<file path="src/rtl/inst_buffer_if.sv">
// Fetch/decode handshake bundle for the instruction buffer.
// The master side is fetch+decode; the slave side is the buffer itself.
interface inst_buffer_if #(
  parameter int IW    = 9,
  parameter int DEPTH = 4
);
  logic [15:0]              PC;
  logic [IW-1:0]            InstIn;
  logic                     FetchValid;
  logic                     FetchReady;
  logic                     Halt;
  logic                     Flush;
  logic                     DecodeReady;
  logic                     InstValid;
  logic [IW-1:0]            InstOut;
  logic [15:0]              PCOut;
  logic [$clog2(DEPTH):0]   Count;
  logic [7:0]               DropCnt;

  modport master (
    output PC, InstIn, FetchValid, Flush, DecodeReady,
    input  FetchReady, Halt, InstValid, InstOut, PCOut, Count, DropCnt
  );

  modport slave (
    input  PC, InstIn, FetchValid, Flush, DecodeReady,
    output FetchReady, Halt, InstValid, InstOut, PCOut, Count, DropCnt
  );
endinterface

</file>
<file path="src/rtl/inst_buffer.sv">
// Show-ahead circular instruction buffer between fetch and decode,
// with synchronous flush and a saturating count of flushed words.
module inst_buffer #(
  parameter int IW    = 9,
  parameter int DEPTH = 4
) (
  input  logic          CLK,
  input  logic          Reset,
  inst_buffer_if.slave  bus
);
  localparam int AW = $clog2(DEPTH);
  localparam int CW = AW + 1;

  typedef struct packed {
    logic [15:0]   pc;
    logic [IW-1:0] inst;
  } ent_t;

  ent_t          r_mem [DEPTH];
  logic [AW-1:0] r_wptr, r_rptr;
  logic [CW-1:0] r_count;
  logic [7:0]    r_drop;

  logic          w_ready, w_valid, w_push, w_pop;
  logic [8:0]    w_drop_sum;
  ent_t          w_head;

  // Ready decodes registered state only, so a same-cycle pop never frees a slot.
  assign w_ready    = (r_count != CW'(DEPTH));
  assign w_valid    = (r_count != '0);
  assign w_push     = bus.FetchValid & w_ready & ~bus.Flush;
  assign w_pop      = bus.DecodeReady & w_valid & ~bus.Flush;
  assign w_drop_sum = {1'b0, r_drop} + 9'(r_count);

  always_ff @(posedge CLK or posedge Reset) begin
    if (Reset) begin
      r_wptr  <= '0;
      r_rptr  <= '0;
      r_count <= '0;
      r_drop  <= '0;
    end else if (bus.Flush) begin
      r_wptr  <= '0;
      r_rptr  <= '0;
      r_count <= '0;
      r_drop  <= w_drop_sum[8] ? 8'hFF : w_drop_sum[7:0];
    end else begin
      if (w_push) r_wptr <= r_wptr + 1'b1;
      if (w_pop)  r_rptr <= r_rptr + 1'b1;
      case ({w_push, w_pop})
        2'b10:   r_count <= r_count + 1'b1;
        2'b01:   r_count <= r_count - 1'b1;
        default: r_count <= r_count;
      endcase
    end
  end

  // Storage is never cleared; outputs are masked whenever the buffer is empty.
  always_ff @(posedge CLK) begin
    if (w_push) r_mem[r_wptr] <= '{pc: bus.PC, inst: bus.InstIn};
  end

  assign w_head         = r_mem[r_rptr];
  assign bus.FetchReady = w_ready;
  assign bus.Halt       = ~w_ready;
  assign bus.InstValid  = w_valid;
  assign bus.InstOut    = w_valid ? w_head.inst : '0;
  assign bus.PCOut      = w_valid ? w_head.pc   : '0;
  assign bus.Count      = r_count;
  assign bus.DropCnt    = r_drop;
endmodule

</file>
<file path="src/flat_wrapper.sv">
// flat-port wrapper written by rule: the top's interface ports become plain ports
module inst_buffer_flat 
#(
  parameter int IW    = 9,
  parameter int DEPTH = 4
)
  (CLK, Reset, bus_PC, bus_InstIn, bus_FetchValid, bus_Flush, bus_DecodeReady, bus_FetchReady, bus_Halt, bus_InstValid, bus_InstOut, bus_PCOut, bus_Count, bus_DropCnt);
  inst_buffer_if #(.IW(IW), .DEPTH(DEPTH)) bus_i ();
  input  logic CLK;
  input  logic Reset;
  input wire logic [$bits(bus_i.PC)-1:0] bus_PC;
  input wire logic [$bits(bus_i.InstIn)-1:0] bus_InstIn;
  input wire logic [$bits(bus_i.FetchValid)-1:0] bus_FetchValid;
  input wire logic [$bits(bus_i.Flush)-1:0] bus_Flush;
  input wire logic [$bits(bus_i.DecodeReady)-1:0] bus_DecodeReady;
  output wire logic [$bits(bus_i.FetchReady)-1:0] bus_FetchReady;
  output wire logic [$bits(bus_i.Halt)-1:0] bus_Halt;
  output wire logic [$bits(bus_i.InstValid)-1:0] bus_InstValid;
  output wire logic [$bits(bus_i.InstOut)-1:0] bus_InstOut;
  output wire logic [$bits(bus_i.PCOut)-1:0] bus_PCOut;
  output wire logic [$bits(bus_i.Count)-1:0] bus_Count;
  output wire logic [$bits(bus_i.DropCnt)-1:0] bus_DropCnt;
  assign bus_i.PC = bus_PC;
  assign bus_i.InstIn = bus_InstIn;
  assign bus_i.FetchValid = bus_FetchValid;
  assign bus_i.Flush = bus_Flush;
  assign bus_i.DecodeReady = bus_DecodeReady;
  assign bus_FetchReady = bus_i.FetchReady;
  assign bus_Halt = bus_i.Halt;
  assign bus_InstValid = bus_i.InstValid;
  assign bus_InstOut = bus_i.InstOut;
  assign bus_PCOut = bus_i.PCOut;
  assign bus_Count = bus_i.Count;
  assign bus_DropCnt = bus_i.DropCnt;
  inst_buffer #(.IW(IW), .DEPTH(DEPTH)) u_core (.CLK(CLK), .Reset(Reset), .bus(bus_i));
endmodule
</file>
<file path="config.mk">
export PLATFORM = sky130hd
export DESIGN_NAME = inst_buffer_flat
export DESIGN_NICKNAME = d
export VERILOG_FILES = /design/src/rtl/inst_buffer_if.sv /design/src/rtl/inst_buffer.sv /design/src/flat_wrapper.sv
export SDC_FILE = /design/constraint.sdc
export NUM_CORES = 1
export LEC_CHECK = 0
export BUFFER_PORTS_ARGS = -buffer_cell sky130_fd_sc_hd__buf_2
export CAP_MARGIN = 20
export CORE_UTILIZATION = 53
export DETAILED_ROUTE_END_ITERATION = 8
export GPL_ROUTABILITY_DRIVEN = 0
export PLACE_DENSITY = 0.82
export SYNTH_ARGS = -nofsm -noshare
export SYNTH_HDL_FRONTEND = slang
export SYNTH_SLANG_ARGS = --single-unit
</file>
<file path="constraint.sdc">
create_clock -name CLK -period 6.25 [get_ports CLK]
set_clock_uncertainty 0.05 [all_clocks]
set_input_delay 0.625 -clock CLK [delete_from_list [all_inputs] [get_ports CLK]]
set_output_delay 0.625 -clock CLK [all_outputs]
set_load 0.01 [all_outputs]
</file>
==> flow_summary_export.csv, run 1 <==
group,metric,value,unit
critical_path,path_class,"reg2out",
grt,grt_pass1_vias,2762,
synth,yosys.area_share.adder,2.62,%
cells_and_area,post-route-util,66.6,%
critical_path,startpoint_type,"flip-flop",
routing,ant_nets,0,
synth,ys_types,46,
timing,rsz0062_at_grt,"false",
synth,syn_inst,270,
routing,dr.pass1.iters,6,
floorplan,die_width,97.8,um
synth,netlist_area,0.00487,sq mm
critical_path,cp.arrival,2.39,ns
floorplan,die_h,97.8,um
critical_path,cp_max_fo,27,
grt,grt_antenna_before_repair,1,
grt,grtUsageTotal,20.3,%
routing,dr_total_vias,2634,
synth,synth_edf_count,100,
clocking,postCtsHoldBufs,0,
placed_design,port-buffer-count,68,
clocking,cts_htree_levels,4,
timing,post-route-period-util,49.0,%
timing,setup_viol_count_final,0,
synth,synth_fp_nets,309,
floorplan,rows,34,
timing,worst_slew_pin_slew,0.896,ns
synth,synth-async-reset-ratio,13.0,%
routing,vias_per_cell,5.62,
synth,yosys.area_share.simple,7.79,%
floorplan,die-area,0.00957,sq mm
cells_and_area,final_nets,387,
synth,synth_top_family_by_area,"multiplexers",
clocking,cts_buffers,17,
cells_and_area,diodes,0,
flow_run,drv_cap,0,
cells_and_area,final.fill_count,585,
synth,synth-xor-area-share,0.720,%
synth,syn_area_per_cell,18.0,sq um
timing,finalCriticalPeriod,3.06,ns
clocking,cts_sinks,115,
grt,grt_max_degree,28,
cells_and_area,final_layout_size_suffix_gt1_share,37.1,%
routing,drc,6,
status,status,"finished, violations left",
critical_path,end_kind,"output pin",
pwr,p_leak,0.00219,uW
grt,overflow,0,
clocking,worstSkewPairLatency,0.50,ns
clocking,clk_transition_reported_paths,0.05,ns
timing,relSlewSlack,40.2,%
synth,ys_ff_latch,115,
clocking,root_buffer,"clkbuf_8",
clocking,post_cts_buffers,0,
cells_and_area,layout_common_cells,"edfxtp_1 (100), buf_2 (68), mux4_2 (25)",
routing,first_iter_violations,126,
cells_and_area,area_growth_syn_to_layout,20.5,%
grt,grt_pass1_wl,14100,um
synth,synth_flop_cell,"edfxtp_1",
routing,wl_per_cell,18.6,um
placed_design,dp_slack,3.61,ns
timing,fmax,0.327,GHz
pwr,peakVddDrop,0.240,mV
status,violations,"DRC",
timing,tns,0,ns
synth,synth.mux.area_fraction,12.8,%
timing,drv_slew,0,
clocking,cts_tree,"yes",
floorplan,coreArea,0.00881,sq mm
synth,yosys_warnings,0,
min_path,hold_path_class,"in2async",
clocking,cts_resized,0,
floorplan,num_io_pins,69,
synth,ys_seq_area_share,69.4,%
pwr,p_per_area,417,mW/mm^2
cells_and_area,final_common_cell,"edfxtp_1",
critical_path,worstPathRequired,5.57,ns
floorplan,initial_core_util,55.3,%
timing,hold_violations,0,
placed_design,place_hpwl,5440,um
synth,synth_compound_area_share,3.70,%
timing,setup_slack,3.19,ns
routing,wirelength,8710,um
clocking,clk_path_buf_depth,2,
power breakdown:
part / switching [uW] / internal [uW] / leakage, uW
registers: 91.0 / 894 / 0.00110
clock network: 326 / 600 / 0.000274
logic: 266 / 267 / 0.000820
sequential cells by signal, summed over array words and instances, names as in the netlist:
signal and flops:
u_core.bus.Count 3, u_core.bus.DropCnt 8, u_core.r_mem 100, u_core.r_rptr 2, u_core.r_wptr 2
worst paths after layout:
check / end / slack (ns) / from / cells after the start
worst min-delay path: u_core.bus.DropCnt[4] / 0.12 / Reset / 2
worst max register to register: u_core.bus.Count[1] / 3.61 / u_core.bus.Count[1] / 6
worst max-delay path: bus_InstOut[8] / 3.19 / u_core.r_rptr[0] / 3
max in group asynchronous: u_core.r_rptr[0] / 5.60 / Reset / 2
worst min register to register: u_core.bus.DropCnt[0] / 0.49 / u_core.bus.DropCnt[0] / 2
min in group CLK: u_core.r_mem[0][1] / 0.29 / bus_InstIn[1] / 1
critical path: stages, from the launching register on:
cell,delay [ns]
dfrtp_2,0.95
mux4_2,0.62
nor2b_1,0.14
buf_2,0.16
area by class of cell:
cell class / instances / area, sq um / share of cell area (%)
Sequential cell: 115 / 3380 / 57.6
Multi-Input combinational cell: 131 / 1350 / 23.1
Clock buffer: 17 / 414 / 7.06
Timing Repair Buffer: 74 / 385 / 6.57
Clock inverter: 15 / 164 / 2.79
Tap cell: 108 / 135 / 2.30
Inverter: 9 / 33.8 / 0.576
cells in the mapped netlist (2+ instances only):
library cell / instances / share of area (%)
mux2i_1: 5 / 1.0
xor2_1: 4 / 0.72
nor3_1: 3 / 0.31
buf_2: 11 / 1.1
inv_2: 2 / 0.15
nor2b_1: 24 / 3.1
nand2b_1: 3 / 0.39
ha_1: 7 / 1.8
edfxtp_1: 100 / 62
o31ai_1: 2 / 0.31
or3b_1: 2 / 0.36
o22ai_1: 3 / 0.39
fa_1: 2 / 0.82
inv_1: 7 / 0.54
nor2b_4: 2 / 0.57
dfrtp_1: 15 / 7.7
nand2_1: 5 / 0.39
a21oi_1: 4 / 0.41
buf_12: 2 / 0.82
o21ai_1: 3 / 0.31
mux4_2: 25 / 12
nand3_1: 5 / 0.51
a211oi_1: 2 / 0.31
nor2_1: 3 / 0.23
and2_1: 6 / 0.77
o21ai_0: 3 / 0.31
kinds of logic after synthesis:
family,after synthesis
flops,115
simple gates,60
mux,31
compound gates,27
buf+inv,24
fa+ha+maj,9
xor+xnor,4
per-layer routing:
layer | GRT usage [%] | vias up | part of all wire [%]
met3 | 6.51 | 9 | 5.3
met1 | 25.1 | 1320 | 43
met5 | 0 | - | 0.15
met4 | 8.86 | 2 | 0.87
li1 | - | 1219 | -
met2 | 32.9 | 84 | 51
metrics by stage:
step	cells	power, uW	area [sq um]	hold WS, ns
after floorplan	270	1370	4870	0.476
after global placement	437	1520	5290	0.473
after detailed placement	437	1540	5290	0.475
after CTS	469	2470	5860	0.124
after global routing	469	2560	5860	0.183
final	469	2440	5860	0.123
No activity file was read; power rests on OpenSTA's default activity.
==> inputs of run 2 (changes only) <==
- CORE_UTILIZATION: 53 -> 51
- clock period: 6.25 -> 2.7 ns (I/O delays scaled with it)
==> flow_summary_export.csv, run 2 (synthesized netlist as in run 1, its figures left out) <==
group,metric,value,unit
status,status,"finished clean",
routing,dr.pass1.iters,4,
timing,rsz0062_at_grt,"false",
clocking,root_buffer,"clkbuf_8",
floorplan,initial_core_util,52.7,%
pwr,power,5780,uW
grt,gr-usage-met3,5.76,%
timing,post-route-period-util,88.1,%
grt,use_met1,23.2,%
grt,grt_antenna_before_repair,0,
floorplan,rows,35,
grt,grt.busiest_layer,"met2",
timing,hold_violations,0,
floorplan,coreArea,0.00924,sq mm
cells_and_area,largest_reg_flops,100,
timing,relSlewSlack,61.9,%
timing,drv_slew,0,
timing,fmax,0.421,GHz
grt,overflow,0,
grt,met2_usage,35.0,%
grt,grt_pass1_vias,2954,
critical_path,cp_slowest_cell,"fa_1",
critical_path,r2r_end,"u_core.bus.Count[1]",
clocking,cts_tree,"yes",
critical_path,end_kind,"flip-flop",
grt,grt_pass1_wl,14500,um
cells_and_area,final_cell_area,0.00621,sq mm
critical_path,cp.arrival,2.72,ns
routing,first_iter_violations,108,
cells_and_area,final_common_cell,"edfxtp_1",
critical_path,r2r-start,"u_core.bus.Count[0]",
routing,wl_per_cell,17.5,um
cells_and_area,diodes,0,
critical_path,startpoint,"u_core.bus.Count[0]",
critical_path,crit_chain,"o31ai_1, nor3_1, fa_1, or3b_1, a32oi_1, o2bb2ai_1",
timing,hold_ws,0.0508,ns
min_path,hold_path_class,"in2reg",
timing,finalCriticalPeriod,2.38,ns
cells_and_area,layout_common_cells,"edfxtp_1 (100), buf_2 (68), dlygate4sd3_1 (26)",
cells_and_area,final_nets,418,
critical_path,worstPathRequired,3.04,ns
critical_path,startpoint_type,"flip-flop",
critical_path,path_class,"reg2reg",
clocking,clk_transition_reported_paths,0.06,ns
floorplan,die_width,99.7,um
grt,grtUsageTotal,20.1,%
pwr,p_per_area,930,mW/mm^2
placed_design,port-buffer-count,68,
routing,wirelength,9100,um
critical_path,cpPeakStageDelay,0.50,ns
grt,grt_max_degree,27,
routing,dr_total_vias,2771,
cells_and_area,final_layout_size_suffix_gt1_share,36.5,%
timing,worst_slew_pin_slew,0.571,ns
floorplan,die-area,0.00994,sq mm
clocking,clk_path_buf_depth,2,
pwr,peakVddDrop,0.601,mV
clocking,cts_sinks,115,
timing,setup_viol_count_final,0,
clocking,cts_htree_levels,4,
flow_run,drv_cap,0,
routing,ant_nets,0,
timing,tns,0,ns
critical_path,cp-endpoint,"u_core.bus.Count[1]",
critical_path,reg2reg_slack,0.32,ns
clocking,cts_buffers,17,
critical_path,cp_max_fo,6,
placed_design,placed_area,0.00536,sq mm
routing,drc,0,
cells_and_area,largest_register,"u_core.r_mem",
critical_path,r2r_cells,6,
clocking,worstSkewPairLatency,0.51,ns
cells_and_area,area_growth_syn_to_layout,27.6,%
placed_design,place_hpwl,5270,um
floorplan,num_io_pins,69,
pwr,p_leak,0.00234,uW
routing,vias_per_cell,5.32,
floorplan,die_h,99.7,um
cells_and_area,post-route-util,67.2,%
==> run 2: cell types whose count changed in the layout (fill, tap and decap cells not counted), sizes merged <==
| cell | before | now |
|---|---|---|
| clkinv | 8 | 5 |
| clkinvlp | 3 | 2 |
| bufinv | 3 | 2 |
| dlygate4sd3 | 0 | 26 |
| inv | 10 | 15 |
| buf | 74 | 79 |
==> run 2: through the flow <==
step	setup WS (ns)	std cells
2_1_floorplan	0.356	270
3_3_place_gp	0.506	463
3_5_place_dp	0.345	463
4_1_cts	0.294	521
5_1_grt	0.203	521
6_report	0.322	521
==> run 2: layout make-up <==
class / instances / area, sq um
clock buffer: 17 / 414
clock inverter: 15 / 175
fill: 582 / 3030
inverter: 9 / 33.8
multi-input combinational: 131 / 1350
sequential: 115 / 3380
tap: 129 / 161
timing repair buffer: 105 / 696
==> run 2: how the worst min path moves through the flow <==
stage / to / slack [ns] / cells after the start / from
finish: u_core.bus.Count[1] / 0.05 / 3 / bus_Flush
floorplan: u_core.bus.Count[0] / 0.12 / 1 / Reset
global route: u_core.bus.Count[1] / 0.07 / 3 / bus_Flush
CTS: u_core.bus.Count[1] / 0.03 / 3 / bus_Flush
global placement: u_core.bus.DropCnt[6] / 0.31 / 2 / Reset
detailed placement: u_core.bus.DropCnt[6] / 0.31 / 2 / Reset
==> run 2: worst max-delay path: cells and delay by family, from the launching register on <==
family          cells  cell delay [ns]
simple gates        2             0.52
fa+ha+maj           1             0.50
flops               1             0.47
compound gates      3             0.73
==> run 2: what timing repair did <==
| action | in CTS | in global routing |
|---|---|---|
| endpoints found under the hold margin | 115 | 0 |
| hold buffers | 26 | 0 |
| buffers inserted | 0 | 0 |
| resized for setup | 0 | 0 |
==> run 2: report_power, final <==
part	internal (uW)	switching, uW
Sequential	2070	102
Combinational	682	745
Clock	1340	838
==> run 2: per-layer routing <==
metal | vias to the layer above | share of wire (%)
met4 | 0 | 1.0
met5 | - | 0
met3 | 9 | 5.1
li1 | 1284 | -
met2 | 91 | 54
met1 | 1387 | 40
